===== src/rtl/hazard_ctrl.sv =====
// hazard_ctrl: pipeline sequencer for the 5-stage datapath.
// Produces per-latch enable/flush for load-use bubbles, branch/jump squash,
// dcache-miss freeze and halt. All latch controls are combinational from
// state + inputs; only the FSM and the perf counters are registered.
// Optional feature macro: HAZARD_PERF_EN builds saturating stall/flush
// counters; when undefined, stall_cnt/flush_cnt are tied to zero.
module hazard_ctrl #(
  parameter int REG_W = 5,
  parameter int CNT_W = 32
) (
  input  logic             CLK,
  input  logic             nRST,
  input  logic             ihit,
  input  logic             dhit,
  input  logic             mem_dREN,
  input  logic             mem_dWEN,
  input  logic             ex_memread,
  input  logic [REG_W-1:0] ex_rt,
  input  logic [REG_W-1:0] id_rs,
  input  logic [REG_W-1:0] id_rt,
  input  logic             mem_brtaken,
  input  logic             id_jump,
  input  logic             wb_halt,
  output logic             pc_en,
  output logic             ifid_en,
  output logic             ifid_flush,
  output logic             idex_en,
  output logic             idex_flush,
  output logic             exmem_en,
  output logic             exmem_flush,
  output logic             memwb_en,
  output logic             halt,
  output logic [CNT_W-1:0] stall_cnt,
  output logic [CNT_W-1:0] flush_cnt
);

  typedef enum logic [1:0] {RUN = 2'd0, DWAIT = 2'd1, HALT = 2'd2} state_t;

  state_t state_q, state_d;

  logic dmiss, adv, load_use;

  // Outstanding dmem access that has not completed freezes the whole pipe.
  assign dmiss    = (mem_dREN | mem_dWEN) & ~dhit;
  assign adv      = ihit & ~dmiss;
  // Register 0 is hardwired zero, so a load into it never creates a hazard.
  assign load_use = ex_memread & (ex_rt != '0) & ((ex_rt == id_rs) | (ex_rt == id_rt));

  // Next-state: halt wins from any live state; dcache wait exits on dhit.
  always_comb begin
    state_d = state_q;
    case (state_q)
      RUN:     if (wb_halt) state_d = HALT;
               else if (dmiss) state_d = DWAIT;
      DWAIT:   if (wb_halt) state_d = HALT;
               else if (dhit) state_d = RUN;
      HALT:    state_d = HALT;
      default: state_d = RUN;
    endcase
  end

  // FSM state register; HALT is absorbing until reset.
  always_ff @(posedge CLK or negedge nRST) begin
    if (!nRST) state_q <= RUN;
    else       state_q <= state_d;
  end

  // Latch controls by priority: halt > freeze > branch > load-use > jump.
  // Flushes only ever assert in an advance cycle; a squash request seen
  // while frozen stays on the inputs and takes effect once adv returns.
  always_comb begin
    pc_en       = 1'b0;
    ifid_en     = 1'b0;
    ifid_flush  = 1'b0;
    idex_en     = 1'b0;
    idex_flush  = 1'b0;
    exmem_en    = 1'b0;
    exmem_flush = 1'b0;
    memwb_en    = 1'b0;
    halt        = 1'b0;
    if (!nRST) begin
      halt = 1'b0;
    end else if (state_q == HALT) begin
      halt = 1'b1;
    end else if (adv) begin
      pc_en    = 1'b1;
      ifid_en  = 1'b1;
      idex_en  = 1'b1;
      exmem_en = 1'b1;
      memwb_en = 1'b1;
      if (mem_brtaken) begin
        ifid_flush  = 1'b1;
        idex_flush  = 1'b1;
        exmem_flush = 1'b1;
      end else if (load_use) begin
        // Hold PC and IF/ID, inject one bubble into ID/EX.
        pc_en      = 1'b0;
        ifid_en    = 1'b0;
        idex_flush = 1'b1;
      end else if (id_jump) begin
        ifid_flush = 1'b1;
      end
    end
  end

`ifdef HAZARD_PERF_EN
  logic [CNT_W-1:0] stall_cnt_q, flush_cnt_q;
  logic             stall_ev, flush_ev;
  localparam logic [CNT_W-1:0] ONE = {{(CNT_W-1){1'b0}}, 1'b1};

  assign stall_ev = (state_q != HALT) & (~adv | (~mem_brtaken & load_use));
  assign flush_ev = (state_q != HALT) & adv & (mem_brtaken | id_jump);

  // Saturating perf counters for freeze/bubble cycles and squash events.
  always_ff @(posedge CLK or negedge nRST) begin
    if (!nRST) begin
      stall_cnt_q <= '0;
      flush_cnt_q <= '0;
    end else begin
      if (stall_ev && stall_cnt_q != '1) stall_cnt_q <= stall_cnt_q + ONE;
      if (flush_ev && flush_cnt_q != '1) flush_cnt_q <= flush_cnt_q + ONE;
    end
  end

  assign stall_cnt = nRST ? stall_cnt_q : '0;
  assign flush_cnt = nRST ? flush_cnt_q : '0;
`else
  assign stall_cnt = '0;
  assign flush_cnt = '0;
`endif

endmodule


===== config.mk =====
export PLATFORM = sky130hd
export DESIGN_NAME = hazard_ctrl
export DESIGN_NICKNAME = d
export VERILOG_FILES = /design/src/rtl/hazard_ctrl.sv
export SDC_FILE = /design/constraint.sdc
export NUM_CORES = 1
export LEC_CHECK = 0
export CORE_MARGIN = 3
export CORE_UTILIZATION = 40
export CTS_CLUSTER_DIAMETER = 30
export DETAILED_ROUTE_END_ITERATION = 7
export DONT_BUFFER_PORTS = 1
export PLACE_DENSITY_LB_ADDON = 0.08
export SYNTH_ARGS = -nofsm -noshare
export SYNTH_HDL_FRONTEND = slang
export SYNTH_SLANG_ARGS = --single-unit

===== constraint.sdc =====
create_clock -name CLK -period 1 [get_ports CLK]
set_input_delay 0.05 -clock CLK [delete_from_list [all_inputs] [get_ports CLK]]
set_output_delay 0.05 -clock CLK [all_outputs]
set_load 0.02 [all_outputs]

## Word-level counts from Yosys, hierarchy flattened

Index checks and enable logic that the tools add are counted.

| cells by class | value |
|---|---|
| add/sub/neg operators | 0 |
| $mul | 0 |
| divide/modulo/power cells | 0 |
| magnitude comparators | 0 |
| eq/ne operators | 6 |
| shifts and indexed selects | 0 |
| multiplexer cells | 30 |
| bitwise operators | 8 |
| reduce and logical (&&, ||, !) cells | 3 |

Operators with widths:

| operator | count |
|---|---|
| two-way mux 1 bit | 25 |
| equality test 5 bit | 2 |
| two-way mux 2 bit | 4 |
| inequality test 3 bit (second input constant) | 2 |
| one-hot mux 2 bit (3 select lines) | 1 |
| nonzero test 5 bit | 1 |
| AND 1 bit | 4 |
| equality test 2 x 1 -> 1 bit (second input constant) | 1 |
| equality test 2 bit (second input constant) | 1 |
| logical NOT 2 bit | 1 |
| NOT 1 bit | 2 |
| OR 1 bit | 2 |
| AND reduction 2 bit | 1 |

| word-level totals | value |
|---|---|
| bits in registers | 2 |
| bits in latches | 0 |
| RAM bits | 0 |
| memory bits (read-only) | 0 |
| bits of input ports | 25 |
| output and inout port bits | 73 |
| word-level logic and storage cells | 48 |
| memories | 0 |

## Depth between registers and ports, before layout

| depth | value |
|---|---|
| depth after elaboration | 8 |
| gate-level depth with buffers | 5 |
| gate-level depth less buffers | 4 |

## Worst setup path after synthesis

Ideal clock, no wire load.

| path | value |
|---|---|
| path kind | reg-to-output |
| start point | reg state_q[1] |
| end point | out pc_en |
| data arrival time | 1.401 ns |
| data required time | 0.950 ns |
| path slack | -0.451 ns |
| stages on the path, launching flop included | 5 |
| path buffers | 1 |
| cells stage by stage | dfrtp_1 -> nand2b_1 -> o2111a_1 -> a21boi_2 -> buf_4 |

| between the ends | value |
|---|---|
| longest elaborated chain between the ends | 3 |

Ends and longest elaborated chain:

| item | line | RTL |
|---|---|---|
| start: declaration | 39 | `state_t state_q, state_d;` |
| start signal: assignment | 65 | `else state_q <= state_d;` |
| equality test 2 bit | 83 | `end else if (state_q == HALT) begin` |
| two-way mux 1 bit (2 in a row) | -- |  |
| end: declaration | 24 | `output logic pc_en,` |

No other way between the ends.

## Worst setup path in the final report

| path | value |
|---|---|
| start point | reg state_q[1] |
| end point | out ifid_flush |

| between the ends | value |
|---|---|
| longest elaborated chain between the ends | 3 |

Ends and longest elaborated chain:

| item | line | RTL |
|---|---|---|
| equality test 2 bit | 83 |  |
| two-way mux 1 bit | 83 |  |
| two-way mux 1 bit | 81 | `if (!nRST) begin` |
| end: declaration | 26 | `output logic ifid_flush,` |

No other way between the ends.

==> metrics.cfg <==
[power]
power.leakage_uw=0.000405
power_density_mw_per_mm2=1290
power_uw=998
ir_drop_uv=486

[cells_and_area]
syn2layout_area_growth_pct=-2.68
stdcell_count=139
final_common_cell=conb_1
largest_register_ffs=2
drive_above_1_share_pct=21.1
regMostFlops=state_q
diodes=0
layout_common_cells=conb_1 (64), xnor2_1 (10), buf_4 (5)
top_regs=state_q: 2 flops
num-nets-final=141

[global_route]
antenna_found_initial=0
grt_max_degree=6
track_usage_pct=8.85
grt_pass1_vias=386
grt.overflow.total=0
grt_first_pass_wirelength_mm=1.61

[critical_path]
cp-start-kind=flip-flop
required_ns=0.95
worst_setup_path_end_kind=output pin
worstSetupPathType=reg2out
crit_path_max_fanout=5
crit_arrival_ns=1.30

[yosys]
synth_edf_count=0
yosysSeqAreaShare_pct=6.30
synth.distinct_cells=22
syn-instance-count=102
synth_largest_area_cell=buf_4
synth-seq-cells=2
synth_top_family_by_area=buffers and inverters
async_reset_ff_share_pct=100
synth_ff_type=dfrtp_1
synth_top_area_share_pct=63.3
yosys.area_share.xor_xnor_pct=11.0
yosysWarnings=0
synth.area.top_cells=buf_4 (63%), xnor2_1 (11%), dfrtp_1 (6.3%)
synthAdderAreaFrac_pct=0
yosys.area_share.simple_pct=9.13
synth_area_sq_um=795
synth_compound_area_share_pct=8.82
syn_area_per_cell_sq_um=7.79
muxShareOfSynthArea_pct=0

[route]
drtIter0Drc=3
dr_total_vias=486
routedWlPerCell_um=9.83
via_per_inst=3.50
first_pass_iters=2
wirelength_mm=1.37
ant_nets=0
drc_errors=0

[timing]
period_needed_ns=1.35
period_share_pct=135
skew_ns=0.00342
fmax_mhz=738
hold_viol=0
slew_viol_final=0
holdWs_ns=0.0514
finalWorstSetupSlack_ns=-0.354
finalSetupViolCount=9
grt_setup_unrepaired=true

[cts]
h-tree-depth=1
cts_inserted_buffers=3
clk_path_buf_depth=2
cts.sinks=2
insertion_delay_ns=0.22
cts-root-buf=clkbuf_4
cts.clk_slew.worst_paths_ns=0.03
cts_tree=built

[placed_design]
numPlacedInstances=130
gp_congestion=0.658
dp_hpwl_mm=1.15
portBuffers=0

[die]
initial_core_util_pct=44.1
fp.dieArea_sq_mm=0.00256
core_sq_mm=0.00180
fp.dieH_um=50.6
row_count=15
boundaryPins=98
die_w_um=50.6

[worst_hold_path]
worstHoldPathType=in2reg

[job]
maxCapViolCount=0

[status]
violations=setup timing
outcome=finished, violations left

[cell families after synthesis]
family / after synthesis
XOR/XNOR: 10
other: 1
AND/OR/NAND/NOR: 12
AO/OA/AOI/OAI: 8
flip-flops: 2
buffers and inverters: 69
[power by group]
group	total [uW]	internal [uW]	switching, uW
sequential	130	106	23.3
clock	179	132	46.7
combinational	690	278	412
[worst paths after layout]
kind | from | end | slack (ns) | cells after the start
setup / recovery | state_q[1] | ifid_flush | -0.35 | 4
hold / removal | mem_dREN | state_q[0] | 0.05 | 2
setup reg to reg | state_q[0] | state_q[0] | 0.09 | 3
hold reg to reg | state_q[1] | state_q[0] | 0.58 | 2
max in group asynchronous | nRST | state_q[1] | 0.81 | 1
min in group asynchronous | nRST | state_q[0] | 0.06 | 1
[Yosys cell counts, types with 2 or more instances]
library cell   n
o21ai_0        2
inv_1          2
buf_4         67
xnor2_1       10
nand3_1        2
nor2_1         2
dfrtp_1        2
[worst max-delay path: stages, from the launching register on]
cell      delay (ns)
dfrtp_1         0.39
nand2b_4        0.09
o2111a_2        0.24
o21ai_1         0.09
a21oi_2         0.26
[cell type report]
class	instances	area, sq um
Fill cell	192	1030
Multi-Input combinational cell	94	512
Timing Repair Buffer	13	150
Sequential cell	2	50.0
Tap cell	25	31.3
Clock buffer	3	22.5
Inverter	2	7.51
[per-layer routing]
metal	wire [um]	up-vias	GRT usage, %
met3	249	4	3.86
met4	23	0	7.17
li1	-	215	-
met5	0	-	0
met2	733	59	14.3
met1	360	208	8.67
[stage by stage]
| stage | worst slack, ns | setup TNS, ns | util, % | cell area (sq um) |
|---|---|---|---|---|
| 3_5_place_dp | -0.239 | -0.959 | 36.5 | 657 |
| 3_3_place_gp | -0.253 | -1.00 | 36.5 | 657 |
| 2_1_floorplan | -0.303 | -0.863 | - | 1050 |
| 5_1_grt | -0.430 | -3.29 | 42.9 | 773 |
| 4_1_cts | -0.365 | -2.78 | 41.7 | 752 |
| 6_report | -0.354 | -2.71 | 42.9 | 773 |
[repair_timing]
item / CTS / global route
hold buffers: 3 / 0
gates resized for setup: 4 / 5
buffers inserted: 3 / 1
hold endpoints to repair: 4 / 0
endpoints found under the setup margin: 9 / 10
pin swaps: 1 / 2
Note: power is estimated with default switching activity, not from simulation.
